`src/rtl/alu_arbiter_if.sv`:
```
// alu_arbiter_if: requester, response and shared-ALU signals of the two-port ALU arbiter
interface alu_arbiter_if #(parameter int WIDTH = 32);
  logic req0_valid, req0_ready, req1_valid, req1_ready;
  logic [WIDTH-1:0] req0_a, req0_b, req1_a, req1_b;
  logic [2:0] req0_sel, req1_sel;
  logic rsp0_valid, rsp0_ready, rsp1_valid, rsp1_ready;
  logic [WIDTH-1:0] rsp_data;
  logic rsp_err;
  logic [WIDTH-1:0] alu_a, alu_b, alu_salida;
  logic [2:0] alu_sel;
  logic alu_en;
  logic [15:0] ops_done;
  modport slave (
    input req0_valid, req1_valid, req0_a, req0_b, req1_a, req1_b, req0_sel, req1_sel,
    input rsp0_ready, rsp1_ready, alu_salida,
    output req0_ready, req1_ready, rsp0_valid, rsp1_valid, rsp_data, rsp_err,
    output alu_a, alu_b, alu_sel, alu_en, ops_done
  );
  modport master (
    output req0_valid, req1_valid, req0_a, req0_b, req1_a, req1_b, req0_sel, req1_sel,
    output rsp0_ready, rsp1_ready, alu_salida,
    input req0_ready, req1_ready, rsp0_valid, rsp1_valid, rsp_data, rsp_err,
    input alu_a, alu_b, alu_sel, alu_en, ops_done
  );
endinterface

```
`src/rtl/alu_arbiter.sv`:
```
// alu_arbiter: round-robin arbiter sharing one external combinational ALU between two requesters
module alu_arbiter #(parameter int WIDTH = 32) (
  input logic clk,
  input logic rst,
  alu_arbiter_if.slave bus
);
  typedef enum logic [1:0] {IDLE, EXEC, RESP} state_t;
  state_t state, nxt;
  logic [WIDTH-1:0] a, b, data;
  logic [2:0] sel, in_sel;
  logic owner, last, err, g0, g1, acc, inv, done;
  logic [15:0] ops;
  // last=1 means req1 was granted most recently, so req0 wins a tie
  always_comb begin
    g0 = state == IDLE && !rst && bus.req0_valid && (!bus.req1_valid || last);
    g1 = state == IDLE && !rst && bus.req1_valid && (!bus.req0_valid || !last);
    acc = g0 | g1;
    in_sel = g1 ? bus.req1_sel : bus.req0_sel;
    inv = in_sel == 3'b101 || in_sel == 3'b110;
    done = state == RESP && (owner ? bus.rsp1_ready : bus.rsp0_ready);
  end
  always_ff @(posedge clk) state <= rst ? IDLE : nxt;
  always_comb begin
    nxt = state;
    if (state == IDLE && acc) nxt = inv ? RESP : EXEC;
    if (state == EXEC) nxt = RESP;
    if (done) nxt = IDLE;
  end
  always_comb begin
    bus.req0_ready = g0;
    bus.req1_ready = g1;
    bus.rsp0_valid = state == RESP && !owner;
    bus.rsp1_valid = state == RESP && owner;
    bus.alu_en = state == EXEC;
    bus.alu_a = a;
    bus.alu_b = b;
    bus.alu_sel = sel;
    bus.rsp_data = data;
    bus.rsp_err = err;
    bus.ops_done = ops;
  end
  always_ff @(posedge clk) begin
    if (rst) begin
      a <= '0;
      b <= '0;
      sel <= '0;
      data <= '0;
      err <= 1'b0;
      owner <= 1'b0;
      last <= 1'b1;
      ops <= '0;
    end else begin
      if (acc) begin
        a <= g1 ? bus.req1_a : bus.req0_a;
        b <= g1 ? bus.req1_b : bus.req0_b;
        sel <= in_sel;
        owner <= g1;
        last <= g1;
        data <= '0;
        err <= inv;
      end
      if (state == EXEC) begin
        data <= bus.alu_salida;
        err <= 1'b0;
      end
      if (done) ops <= ops + 16'd1;
    end
  end
endmodule

```
`src/flat_wrapper.sv`:
```
// flat-port wrapper written by rule: the top's interface ports become plain ports
module alu_arbiter_flat 
#(parameter int WIDTH = 32)
  (clk, rst, bus_req0_valid, bus_req1_valid, bus_req0_a, bus_req0_b, bus_req1_a, bus_req1_b, bus_req0_sel, bus_req1_sel, bus_rsp0_ready, bus_rsp1_ready, bus_alu_salida, bus_req0_ready, bus_req1_ready, bus_rsp0_valid, bus_rsp1_valid, bus_rsp_data, bus_rsp_err, bus_alu_a, bus_alu_b, bus_alu_sel, bus_alu_en, bus_ops_done);
  alu_arbiter_if #(.WIDTH(WIDTH)) bus_i ();
  input logic clk;
  input logic rst;
  input wire logic [$bits(bus_i.req0_valid)-1:0] bus_req0_valid;
  input wire logic [$bits(bus_i.req1_valid)-1:0] bus_req1_valid;
  input wire logic [$bits(bus_i.req0_a)-1:0] bus_req0_a;
  input wire logic [$bits(bus_i.req0_b)-1:0] bus_req0_b;
  input wire logic [$bits(bus_i.req1_a)-1:0] bus_req1_a;
  input wire logic [$bits(bus_i.req1_b)-1:0] bus_req1_b;
  input wire logic [$bits(bus_i.req0_sel)-1:0] bus_req0_sel;
  input wire logic [$bits(bus_i.req1_sel)-1:0] bus_req1_sel;
  input wire logic [$bits(bus_i.rsp0_ready)-1:0] bus_rsp0_ready;
  input wire logic [$bits(bus_i.rsp1_ready)-1:0] bus_rsp1_ready;
  input wire logic [$bits(bus_i.alu_salida)-1:0] bus_alu_salida;
  output wire logic [$bits(bus_i.req0_ready)-1:0] bus_req0_ready;
  output wire logic [$bits(bus_i.req1_ready)-1:0] bus_req1_ready;
  output wire logic [$bits(bus_i.rsp0_valid)-1:0] bus_rsp0_valid;
  output wire logic [$bits(bus_i.rsp1_valid)-1:0] bus_rsp1_valid;
  output wire logic [$bits(bus_i.rsp_data)-1:0] bus_rsp_data;
  output wire logic [$bits(bus_i.rsp_err)-1:0] bus_rsp_err;
  output wire logic [$bits(bus_i.alu_a)-1:0] bus_alu_a;
  output wire logic [$bits(bus_i.alu_b)-1:0] bus_alu_b;
  output wire logic [$bits(bus_i.alu_sel)-1:0] bus_alu_sel;
  output wire logic [$bits(bus_i.alu_en)-1:0] bus_alu_en;
  output wire logic [$bits(bus_i.ops_done)-1:0] bus_ops_done;
  assign bus_i.req0_valid = bus_req0_valid;
  assign bus_i.req1_valid = bus_req1_valid;
  assign bus_i.req0_a = bus_req0_a;
  assign bus_i.req0_b = bus_req0_b;
  assign bus_i.req1_a = bus_req1_a;
  assign bus_i.req1_b = bus_req1_b;
  assign bus_i.req0_sel = bus_req0_sel;
  assign bus_i.req1_sel = bus_req1_sel;
  assign bus_i.rsp0_ready = bus_rsp0_ready;
  assign bus_i.rsp1_ready = bus_rsp1_ready;
  assign bus_i.alu_salida = bus_alu_salida;
  assign bus_req0_ready = bus_i.req0_ready;
  assign bus_req1_ready = bus_i.req1_ready;
  assign bus_rsp0_valid = bus_i.rsp0_valid;
  assign bus_rsp1_valid = bus_i.rsp1_valid;
  assign bus_rsp_data = bus_i.rsp_data;
  assign bus_rsp_err = bus_i.rsp_err;
  assign bus_alu_a = bus_i.alu_a;
  assign bus_alu_b = bus_i.alu_b;
  assign bus_alu_sel = bus_i.alu_sel;
  assign bus_alu_en = bus_i.alu_en;
  assign bus_ops_done = bus_i.ops_done;
  alu_arbiter #(.WIDTH(WIDTH)) u_core (.clk(clk), .rst(rst), .bus(bus_i));
endmodule
```
`config.mk`:
```
export PLATFORM = sky130hd
export DESIGN_NAME = alu_arbiter_flat
export DESIGN_NICKNAME = d
export VERILOG_FILES = /design/src/rtl/alu_arbiter_if.sv /design/src/rtl/alu_arbiter.sv /design/src/flat_wrapper.sv
export SDC_FILE = /design/constraint.sdc
export NUM_CORES = 1
export LEC_CHECK = 0
export ABC_CLOCK_PERIOD_IN_PS = 2250
export CORE_UTILIZATION = 38
export DETAILED_ROUTE_END_ITERATION = 6
export PLACE_DENSITY = 0.89
export SLEW_MARGIN = 25
export SYNTH_ARGS = -nofsm -noshare
export SYNTH_HDL_FRONTEND = slang
export SYNTH_SLANG_ARGS = --single-unit
```
`constraint.sdc`:
```
create_clock -name clk -period 2.25 [get_ports clk]
set_input_delay 0.3375 -clock clk [delete_from_list [all_inputs] [get_ports clk]]
set_output_delay 0.3375 -clock clk [all_outputs]
set_load 0.05 [all_outputs]
```
==> results of run 1 <==
==> placed cells by master, fill, tap and decap left out, types with 3 or more instances in the layout <==
master and count:
clkdlybuf4s50_1 286, nand2_1 142, dfxtp_1 120, nor2_1 113
a311oi_1 67, a22oi_1 32, clkbuf_16 17, buf_12 9
a21oi_1 8, buf_4 8, xnor2_1 7, inv_1 6
o31ai_1 6, or4_1 5, nand3_1 5, clkinv_2 5
clkbuf_8 4, or2_2 3, nand4_1 3, or3_1 3
o21ai_0 3, nor4_1 3, xor2_1 3, nor3_1 3
clkbuf_1 3
==> timing repair <==
item,4_1_cts,5_1_grt
setup endpoints to repair,3,0
resized for setup,3,0
buffers inserted,0,0
hold buffers,0,0
==> registers in the layout (all words and copies together), names as in the netlist <==
register,count
u_core.state,2
u_core.last,1
u_core.bus.alu_b,32
u_core.bus.alu_a,32
u_core.bus.ops_done,16
u_core.bus.alu_sel,3
u_core.bus.rsp_data,32
u_core.owner,1
u_core.bus.rsp_err,1
==> routing by layer <==
| metal | global-route usage | vias up | wire, um |
|---|---|---|---|
| li1 | - | 2659 | - |
| met1 | 0.259 | 2483 | 6290 |
| met2 | 0.413 | 232 | 8100 |
| met3 | 0.0884 | 26 | 1600 |
| met4 | 0.103 | 0 | 384 |
| met5 | 0 | - | 0 |
==> worst max-delay path by stage <==
stage	from	to	slack (ns)	cells past startpoint
floorplan	u_core.bus.ops_done[0]$_SDFFE_PP0P_	u_core.bus.ops_done[14]$_SDFFE_PP0P_	0.20	5
finish	u_core.state[0]$_SDFFE_PP0P_	bus_req0_ready	0.14	5
global route	u_core.state[1]$_SDFFE_PP0P_	bus_rsp1_valid	0.02	3
global placement	bus_rsp0_ready	u_core.bus.ops_done[15]$_SDFFE_PP0P_	0.16	5
CTS	u_core.state[0]$_SDFFE_PP0P_	bus_req0_ready	0.11	5
detailed placement	bus_rsp0_ready	u_core.bus.ops_done[15]$_SDFFE_PP0P_	0.18	5
==> cell families after synthesis <==
kind of cell / count (synthesis) / synth area share
multiplexers: 2 / 0.00486
XOR/XNOR: 10 / 0.0179
AND/OR/NAND/NOR: 290 / 0.241
AO/OA/AOI/OAI: 121 / 0.197
adder cells (fa/ha/maj): 1 / 0.00256
flip-flops: 120 / 0.491
buffers and inverters: 59 / 0.0458
==> worst max-delay path, delay by kind of cell (launching register included) <==
family,cells,cell delay [ns]
AND/OR/NAND/NOR,2,0.51
flip-flops,1,0.35
buffers and inverters,3,0.51
==> power groups by stage <==
stage | clock network [W] | logic, W | registers [W]
final | 0.00256 | 0.00226 | 0.00248
after floorplan | 0 | 0.000605 | 0.00321
after CTS | 0.00261 | 0.00228 | 0.00248
after global placement | 0 | 0.00224 | 0.00251
after detailed placement | 0 | 0.00227 | 0.00251
after global routing | 0.00270 | 0.00239 | 0.00250
==> stage by stage <==
step / total power (W) / setup WS (ns) / cell area, um2 / utilization / instances
2_1_floorplan: 0.00382 / 0.198 / 4890 / - / 603
6_report: 0.00730 / 0.142 / 8620 / 0.686 / 1060
5_1_grt: 0.00759 / 0.0237 / 8620 / 0.686 / 1060
3_3_place_gp: 0.00475 / 0.165 / 8050 / 0.641 / 1028
4_1_cts: 0.00736 / 0.108 / 8620 / 0.686 / 1060
3_5_place_dp: 0.00478 / 0.181 / 8050 / 0.641 / 1028
==> area by class of cell <==
cell class,count,area [um2],area share
Multi-Input combinational cell,424,2290,0.266
Clock buffer,24,492,0.0571
Inverter,7,26.3,0.00305
Clock inverter,8,70.1,0.00813
Timing Repair Buffer,305,3120,0.362
Sequential cell,120,2400,0.279
Tap cell,172,215,0.0250
==> metrics.yaml, run 1 <==
critical_path:
  crit_arrival_ns: 1.77
  worstSetupPathType: "register to output port"
  slowest_stage: "dfxtp_1"
  rr_startpoint: "u_core.bus.ops_done[5]$_SDFFE_PP0P_"
  path_cells: "nor3_2 > nand3_2 > inv_2 > buf_12 > buf_12"
  rr_worst_depth: 4
  path_max_fanout: 34
  critPathRequiredTime_ns: 1.91
  end_kind: "output port"
  cp_common_cell: "buf_12"
  rrSetupSlack_ns: 0.31
  r2r-end: "u_core.bus.ops_done[12]$_SDFFE_PP0P_"
  start_kind: "register"
  critical-path-max-stage-delay_ns: 0.35
synth:
  yosys-top-cells-area: "dfxtp_1 49%, a311oi_1 12%, nand2_1 11%"
  synthDistinctLibCells: 35
  synth_area_mm2: 0.00489
  postSynthAreaPerCell_um2: 8.11
  synth_top_area_cell: "dfxtp_1"
  synth.yosys.seq_area_share: 0.491
  synth_cells: 603
  async_reset_ff_frac: 0
  synth_edf_count: 0
  synth_top_area_frac: 0.491
  synth.top_cells.by_count: "142 x nand2_1, 120 x dfxtp_1, 113 x nor2_1"
  yosysMostFrequentCell: "nand2_1"
  synth_seq_cells: 120
  syn_nets: 776
  synth_ff_type: "dfxtp_1"
  yosys_warnings: 0
grt:
  track_usage: 0.238
  grt_pass1_wl_um: 24600
  grt_remaining_overflow: 0
  antenna_found_initial: 0
  grt_pass1_vias: 5008
  grt_start_max_net_pins: 90
finish:
  antenna_cells: 0
  area_growth_pct: 76.3
  fillCellCount: 986
  drive_gt1_frac: 0.0631
  fin_nets: 1048
status:
  status: "finished, final reports clean"
route:
  drt_iter0_drc: 414
  dr.pass1.iters: 4
  num_vias: 5400
  ant_nets: 0
  wirelength_um: 16400
  via_per_inst: 5.09
  wl_per_cell_um: 15.4
  drc: 0
placed_design:
  place.gp.congestion: 0.854
  portBuffers: 292
  post-dp-hpwl_um: 11300
clock_network:
  htreeDepth: 4
  cts-root-buf: "clkbuf_16"
  cts_tree: "done"
  clock-sinks: 120
  cts_buffers: 17
  cts.path.max_buffers: 2
  clock_latency_ns: 0.41
  path_clk_slew_ns: 0.05
hold_path:
  min_path_type: "input pin to register"
  hold_end: "u_core.last$_SDFFE_PP1P_"
  worstHoldStart: "rst"
  hold_depth: 3
die:
  start_util: 0.389
  rows: 41
  ios: 293
  fp.coreArea_mm2: 0.0126
  die_h_um: 115
  die_w_um: 115
  die_area_mm2: 0.0133
timing:
  final.setup_skew_ns: 0.00422
  period_needed_ns: 2.11
  rsz0062_at_grt: "false"
  fmax_mhz: 474
  period_share: 0.937
  finalSetupViolCount: 0
  finalMaxSlewViolations: 0
  setup_tns_ns: 0
  hold_ws_ns: 0.228
  final_hold_viol_count: 0
  relSlewSlack: 0.363
  worstMarginPinSlew_ns: 0.956
power:
  seqPwrFrac: 0.339
  pwr-share-comb: 0.310
  intPower_w: 0.00487
  p_clk_frac: 0.351
  peakVddDrop_mv: 0.480
  p_sw_w: 0.00244
  sw_frac_of_total: 0.334
  p_per_area_mw_per_mm2: 847
  p_leak_nw: 3.07
run:
  maxCapViolCount: 0
Power figures use the tool's default switching activity.
==> run 2, diff against run 1 <==
--- a/config.mk
+++ b/config.mk
@@ -6,6 +6,7 @@
 export NUM_CORES = 1
 export LEC_CHECK = 0
 export ABC_CLOCK_PERIOD_IN_PS = 2250
+export CAP_MARGIN = 20
 export CORE_UTILIZATION = 38
 export DETAILED_ROUTE_END_ITERATION = 6
 export PLACE_DENSITY = 0.89
==> results of run 2 <==
Same layout as run 1: the final DEF is identical, and so are final timing and power.
